--- config.mk ---
export PLATFORM = sky130hd
export DESIGN_NAME = lstm_seq_ctrl
export DESIGN_NICKNAME = d
export VERILOG_FILES = /design/src/rtl/lstm_seq_ctrl.sv
export SDC_FILE = /design/constraint.sdc
export NUM_CORES = 1
export LEC_CHECK = 0
export CORE_AREA = 8 8 111 93
export DETAILED_ROUTE_END_ITERATION = 6
export DIE_AREA = 0 0 119 101
export GPL_TIMING_DRIVEN = 0
export PLACE_DENSITY = 0.81
export SYNTH_ARGS = -nofsm -noshare
export SYNTH_HDL_FRONTEND = slang
export SYNTH_SLANG_ARGS = --single-unit
export TNS_END_PERCENT = 50
--- constraint.sdc ---
create_clock -name clk -period 5.7 [get_ports clk]
set_input_delay 1.425 -clock clk [delete_from_list [all_inputs] [get_ports clk]]
set_output_delay 1.425 -clock clk [all_outputs]
set_load 0.02 [all_outputs]
--- src/rtl/lstm_seq_ctrl.sv ---
// rtl/lstm_seq_ctrl.sv - address/write-enable sequencer for the two-layer LSTM datapath
// Layer 2 trails layer 1 by one pass; a final drain pass runs layer 2 alone.
module lstm_seq_ctrl #(
    parameter int WIDTH       = 32,
    parameter int AW          = 9,
    parameter int TIMESTEP    = 7,
    parameter int LAYR1_INPUT = 53,
    parameter int LAYR1_CELL  = 53,
    parameter int LAYR2_CELL  = 8
) (
    input  logic             clk,
    input  logic             rst,
    input  logic             start,
    input  logic             hold,
    output logic             busy,
    output logic             done,
    output logic [WIDTH-1:0] addr_x1,
    output logic [AW-1:0]    rd_addr_h1,
    output logic [AW-1:0]    rd_addr_c1,
    output logic             wr_h1,
    output logic             wr_c1,
    output logic [AW-1:0]    wr_addr_h1,
    output logic [AW-1:0]    wr_addr_c1,
    output logic [AW-1:0]    rd_addr_layr1,
    output logic [AW-1:0]    wr_addr_layr1,
    output logic             wr_layr1,
    output logic             wr_x2,
    output logic [AW-1:0]    wr_addr_x2,
    output logic [AW-1:0]    rd_addr_x2,
    output logic [AW-1:0]    rd_addr_h2,
    output logic [AW-1:0]    rd_addr_c2,
    output logic             wr_h2,
    output logic             wr_c2,
    output logic [AW-1:0]    wr_addr_h2,
    output logic [AW-1:0]    wr_addr_c2,
    output logic [AW-1:0]    rd_addr_layr2,
    output logic [AW-1:0]    wr_addr_layr2,
    output logic             wr_layr2
);

    localparam int PW       = $clog2(TIMESTEP + 1);
    localparam int KW       = $clog2(LAYR1_CELL + 1);
    localparam int DRAIN_K0 = LAYR1_CELL - LAYR2_CELL;

    localparam logic [31:0] TS_U  = TIMESTEP;
    localparam logic [31:0] LI_U  = LAYR1_INPUT;
    localparam logic [31:0] L1C_U = LAYR1_CELL;
    localparam logic [31:0] L2C_U = LAYR2_CELL;
    localparam logic [31:0] DK0_U = DRAIN_K0;

    if ((TIMESTEP + 1) * LAYR1_CELL > (1 << AW)) begin : g_aw_check
        $error("lstm_seq_ctrl: (TIMESTEP+1)*LAYR1_CELL does not fit in AW bits");
    end
    if (LAYR2_CELL > LAYR1_CELL) begin : g_cell_check
        $error("lstm_seq_ctrl: LAYR2_CELL must not exceed LAYR1_CELL");
    end

    typedef enum logic [1:0] {
        S_IDLE,
        S_RUN,
        S_DONE
    } state_t;

    state_t        state_q, state_d;
    logic [PW-1:0] p_q, p_d;
    logic [KW-1:0] k_q, k_d;

    logic [31:0] p_w, k_w, j_w;
    logic        run, l1_act, l2_act;

    always_ff @(posedge clk) begin
        if (rst) begin
            state_q <= S_IDLE;
            p_q     <= '0;
            k_q     <= '0;
        end else begin
            state_q <= state_d;
            p_q     <= p_d;
            k_q     <= k_d;
        end
    end

    always_comb begin
        state_d = state_q;
        p_d     = p_q;
        k_d     = k_q;
        case (state_q)
            S_IDLE: begin
                if (start) begin
                    state_d = S_RUN;
                    p_d     = '0;
                    k_d     = '0;
                end
            end
            S_RUN: begin
                if (!hold) begin
                    if (k_q == KW'(LAYR1_CELL - 1)) begin
                        if (p_q == PW'(TIMESTEP)) begin
                            state_d = S_DONE;
                            p_d     = '0;
                            k_d     = '0;
                        end else begin
                            p_d = p_q + PW'(1);
                            // the drain pass only covers the cells feeding layer 2
                            k_d = (p_q == PW'(TIMESTEP - 1)) ? KW'(DRAIN_K0) : '0;
                        end
                    end else begin
                        k_d = k_q + KW'(1);
                    end
                end
            end
            S_DONE:  state_d = S_IDLE;
            default: state_d = S_IDLE;
        endcase
    end

    assign p_w    = 32'(p_q);
    assign k_w    = 32'(k_q);
    assign j_w    = k_w - DK0_U;
    assign run    = (state_q == S_RUN);
    assign l1_act = run && (p_w < TS_U);
    assign l2_act = run && (p_w != 32'd0) && (k_w >= DK0_U);

    always_comb begin
        busy          = run;
        done          = (state_q == S_DONE);
        addr_x1       = '0;
        rd_addr_h1    = '0;
        rd_addr_c1    = '0;
        wr_h1         = 1'b0;
        wr_c1         = 1'b0;
        wr_addr_h1    = '0;
        wr_addr_c1    = '0;
        rd_addr_layr1 = '0;
        wr_addr_layr1 = '0;
        wr_layr1      = 1'b0;
        wr_x2         = 1'b0;
        wr_addr_x2    = '0;
        rd_addr_x2    = '0;
        rd_addr_h2    = '0;
        rd_addr_c2    = '0;
        wr_h2         = 1'b0;
        wr_c2         = 1'b0;
        wr_addr_h2    = '0;
        wr_addr_c2    = '0;
        rd_addr_layr2 = '0;
        wr_addr_layr2 = '0;
        wr_layr2      = 1'b0;

        if (l1_act) begin
            addr_x1       = WIDTH'(p_w * LI_U);
            rd_addr_h1    = AW'(p_w * L1C_U);
            rd_addr_c1    = AW'(p_w * L1C_U);
            wr_addr_h1    = AW'((p_w + 32'd1) * L1C_U + k_w);
            wr_addr_c1    = AW'((p_w + 32'd1) * L1C_U + k_w);
            rd_addr_layr1 = AW'(k_w);
            wr_addr_x2    = AW'(p_w * L1C_U + k_w);
            wr_h1         = !hold;
            wr_c1         = !hold;
            wr_x2         = !hold;
        end

        if (l2_act) begin
            rd_addr_x2    = AW'((p_w - 32'd1) * L1C_U);
            rd_addr_h2    = AW'((p_w - 32'd1) * L2C_U);
            rd_addr_c2    = AW'((p_w - 32'd1) * L2C_U);
            wr_addr_h2    = AW'(p_w * L2C_U + j_w);
            wr_addr_c2    = AW'(p_w * L2C_U + j_w);
            rd_addr_layr2 = AW'(j_w);
            wr_h2         = !hold;
            wr_c2         = !hold;
        end
    end

endmodule
==> impl_metrics.toml <==
[synthesis]
synth_top_family_by_area = "buffers and inverters"
postSynthRegisterBits = 11
yosys.area_share.simple = 0.175
synth_top_area_cell = "buf_4"
synthArstFlopShare = 0
synth_ff_type = "dfxtp_1"
synth.area.top_cells = "buf_4, ha_1, dfxtp_1"
syn_area_um2 = 3460
synthAdderAreaFrac = 0.276
post_synth_most_frequent_cells = "buf_4, ha_1, nor2_1"
synthXorXnorAreaFrac = 0.0708
synth_cells = 448
syn_avg_cell_area_um2 = 7.73
synth.area.mux_share = 0.00325
seq_area_frac_synth = 0.0636
yosysMostFrequentCell = "buf_4"
yosys.cell_types.count = 50
synth_compound_area_frac = 0.128
synth.top_cell.area_share = 0.234
yosys_warnings = 0
synth_edf_count = 0

[clock_network]
cts_root_buf = "clkbuf_8"
insertion_delay_ns = 0.24
cts_buffers = 3
clock-sinks = 11
clockBufferDepth = 2
htree_levels = 1
cts_tree = "done"
path_clk_slew_ns = 0.05

[placement]
globalplace.congestion = 0.842
dp_slack_ns = -0.779
port_buffers = 118
dp_cells = 732
dp_hpwl_um = 8600

[timing]
finClkSkew_ns = 0.00207
report.final.hold_viol_count = 0
setup_viol = 0
period_needed_ns = 5.52
fmax_mhz = 181
max_slew_margin = 0.587
grt_setup_unrepaired = "no"
fin_ws_ns = 0.178
tightest_slew_ns = 0.619
slew_violations = 0
fin_crit_sh = 0.969

[routing]
via_per_inst = 4.52
dr.pass1.iters = 4
drc = 0
vias = 3333
wl_per_cell_um = 13.7
routed_wl_um = 10100
drt_iter0_markers = 148
antenna_left = 0

[hold_path]
min_path_cells = 1
min_from = "state_q[1]$_SDFFE_PP0P_"
hold_end = "state_q[0]$_SDFFE_PP0P_"
hold_path.class = "flip-flop to flip-flop"

[setup_path]
rrSetupSlack_ns = 3.69
path_cells = "clkbuf_8, clkinvlp_4, buf_4, ha_1, xnor2_2, inv_1, ha_1, ha_1, ha_1, ha_1, inv_1, fa_1, xor2_1, nor2_1, clkdlybuf4s50_1"
path_max_fanout = 10
cpPeakStageDelay_ns = 0.62
crit_slowest_cell = "clkdlybuf4s50_1"
crit_arrival_ns = 4.10
cp.required_ns = 4.28
worst_setup_path_end_kind = "primary output"
cpMostUsedCell = "ha_1"
r2r-end = "p_q[0]$_SDFFE_PP0P_"
criticalPathCategory = "flip-flop to primary output"
worstRegToRegCells = 7
reg2reg_from = "k_q[1]$_SDFFE_PP0P_"
crit_path_start_kind = "flip-flop"

[cells_and_area]
final_nets = 699
syn2layout_area_growth_pct = 46.8
antenna_cells = 0
seqCellArea_um2 = 229
layout.cells.non_filler = 738
fillers = 771
drive_gt1_frac = 0.213
multi_input_area_um2 = 2470

[grt]
use_met2 = 0.315
top_usage_layer = "met2"
grt_pass1_vias = 3335
grt.met3_usage = 0.0398
grt_max_degree = 14
grt_pass1_wl_um = 16400
grt_util_met1 = 0.175
antenna_found_initial = 0
grt_overflow = 0
track_usage = 0.161

[power]
powerDensity_nw_per_um2 = 54.1
clkPwrFrac = 0.294
power_frac_seq = 0.288
static-leakage-power_nw = 2.72
ir_drop_mv = 0.0606
switchingPower_mw = 0.101
p_comb_frac = 0.417
p_int_mw = 0.174
switching_share = 0.369

[floorplan]
fp.dieW_um = 119
die_height_um = 101
die-area_um2 = 12000
rows = 31
start_util = 0.400
core-area_um2 = 8650
ios = 171

[status]
outcome = "finished clean"

[job]
drv_cap = 0
==> critical path: cells and delay by family, from the launching register on <==
family / cells / cell delay (ns)
adders and majority gates: 6 / 1.66
buffers and inverters: 6 / 1.31
DFF: 1 / 0.41
xor gates and xnor gates: 2 / 0.38
and+or+nand+nor: 1 / 0.10
==> per-layer routing <==
layer	wire, um	up-vias
li1	-	1684
met1	4050	1543
met2	5350	100
met3	637	6
met4	73	0
met5	0	-
==> power by group through the flow <==
stage / Sequential, mW / Combinational (mW) / Clock (mW)
after floorplan: 0.0811 / 0.0888 / 0
after global placement: 0.0818 / 0.110 / 0
after detailed placement: 0.0819 / 0.111 / 0
after CTS: 0.0802 / 0.112 / 0.0817
after global routing: 0.0796 / 0.122 / 0.0858
final: 0.0793 / 0.115 / 0.0810
==> layout by cell type (no fill, tap or decap), drive strengths merged, types with 12 or more instances in the layout <==
cell | synthesis | layout
inv | 32 | 30
xor2 | 14 | 14
and3 | 12 | 12
ha | 62 | 62
clkdlybuf4s50 | 0 | 111
clkbuf | 9 | 14
a21oi | 16 | 16
a21o | 13 | 13
buf | 111 | 114
xnor2 | 14 | 14
conb | 1 | 52
nand2 | 14 | 14
nor2 | 47 | 47
==> sequential cells by signal, indices dropped and copies added, names as in the netlist <==
signal,flops
p_q,3
state_q,2
k_q,6
==> layout make-up <==
class	instances	area share
plain buffers	120	0.171
clock buffers	4	0.00886
inverters	32	0.0251
multi-input cells	336	0.487
flip-flops and latches	11	0.0451
well taps	115	0.0283
repair buffers	120	0.235
==> cells by family (layout without fill, tap and decap cells) <==
logic type / Yosys count / after routing
xor+xnor: 28 / 28
compound gates: 64 / 64
other cells: 1 / 52
simple gates: 120 / 120
flops: 11 / 11
fa+ha+maj: 71 / 71
mux: 1 / 1
buf+inv: 152 / 276
==> worst max path at each step <==
stage | slack [ns] | cells past startpoint | end | start
3_3_place_gp | -0.66 | 15 | wr_addr_h1[8] | p_q[0]$_SDFFE_PP0P_
5_1_grt | 0.004 | 15 | rd_addr_x2[6] | p_q[0]$_SDFFE_PP0P_
6_report | 0.18 | 15 | rd_addr_x2[6] | p_q[0]$_SDFFE_PP0P_
4_1_cts | 0.02 | 15 | wr_addr_h1[8] | p_q[0]$_SDFFE_PP0P_
2_1_floorplan | 0.14 | 14 | wr_addr_h1[8] | p_q[0]$_SDFFE_PP0P_
3_5_place_dp | -0.78 | 15 | wr_addr_h1[8] | p_q[0]$_SDFFE_PP0P_
==> per-stage QoR <==
step | util | power [mW] | TNS (ns) | area (um^2) | hold WS [ns]
6_report | 0.588 | 0.275 | 0 | 5080 | 0.558
5_1_grt | 0.588 | 0.288 | 0 | 5080 | 0.592
4_1_cts | 0.587 | 0.274 | 0 | 5070 | 0.560
3_5_place_dp | 0.576 | 0.193 | -4.45 | 4980 | 0.536
3_3_place_gp | 0.576 | 0.192 | -3.52 | 4980 | 0.509
2_1_floorplan | - | 0.170 | 0 | 3650 | 0.484
==> repair_timing <==
item / in CTS / in global routing
pin swaps: 0 / 0
hold buffers: 0 / 0
resized for setup: 15 / 11
setup endpoints to repair: 16 / 10
gates cloned: 0 / 0
setup buffers: 2 / 0
No activity file was read; power rests on OpenSTA's default activity.
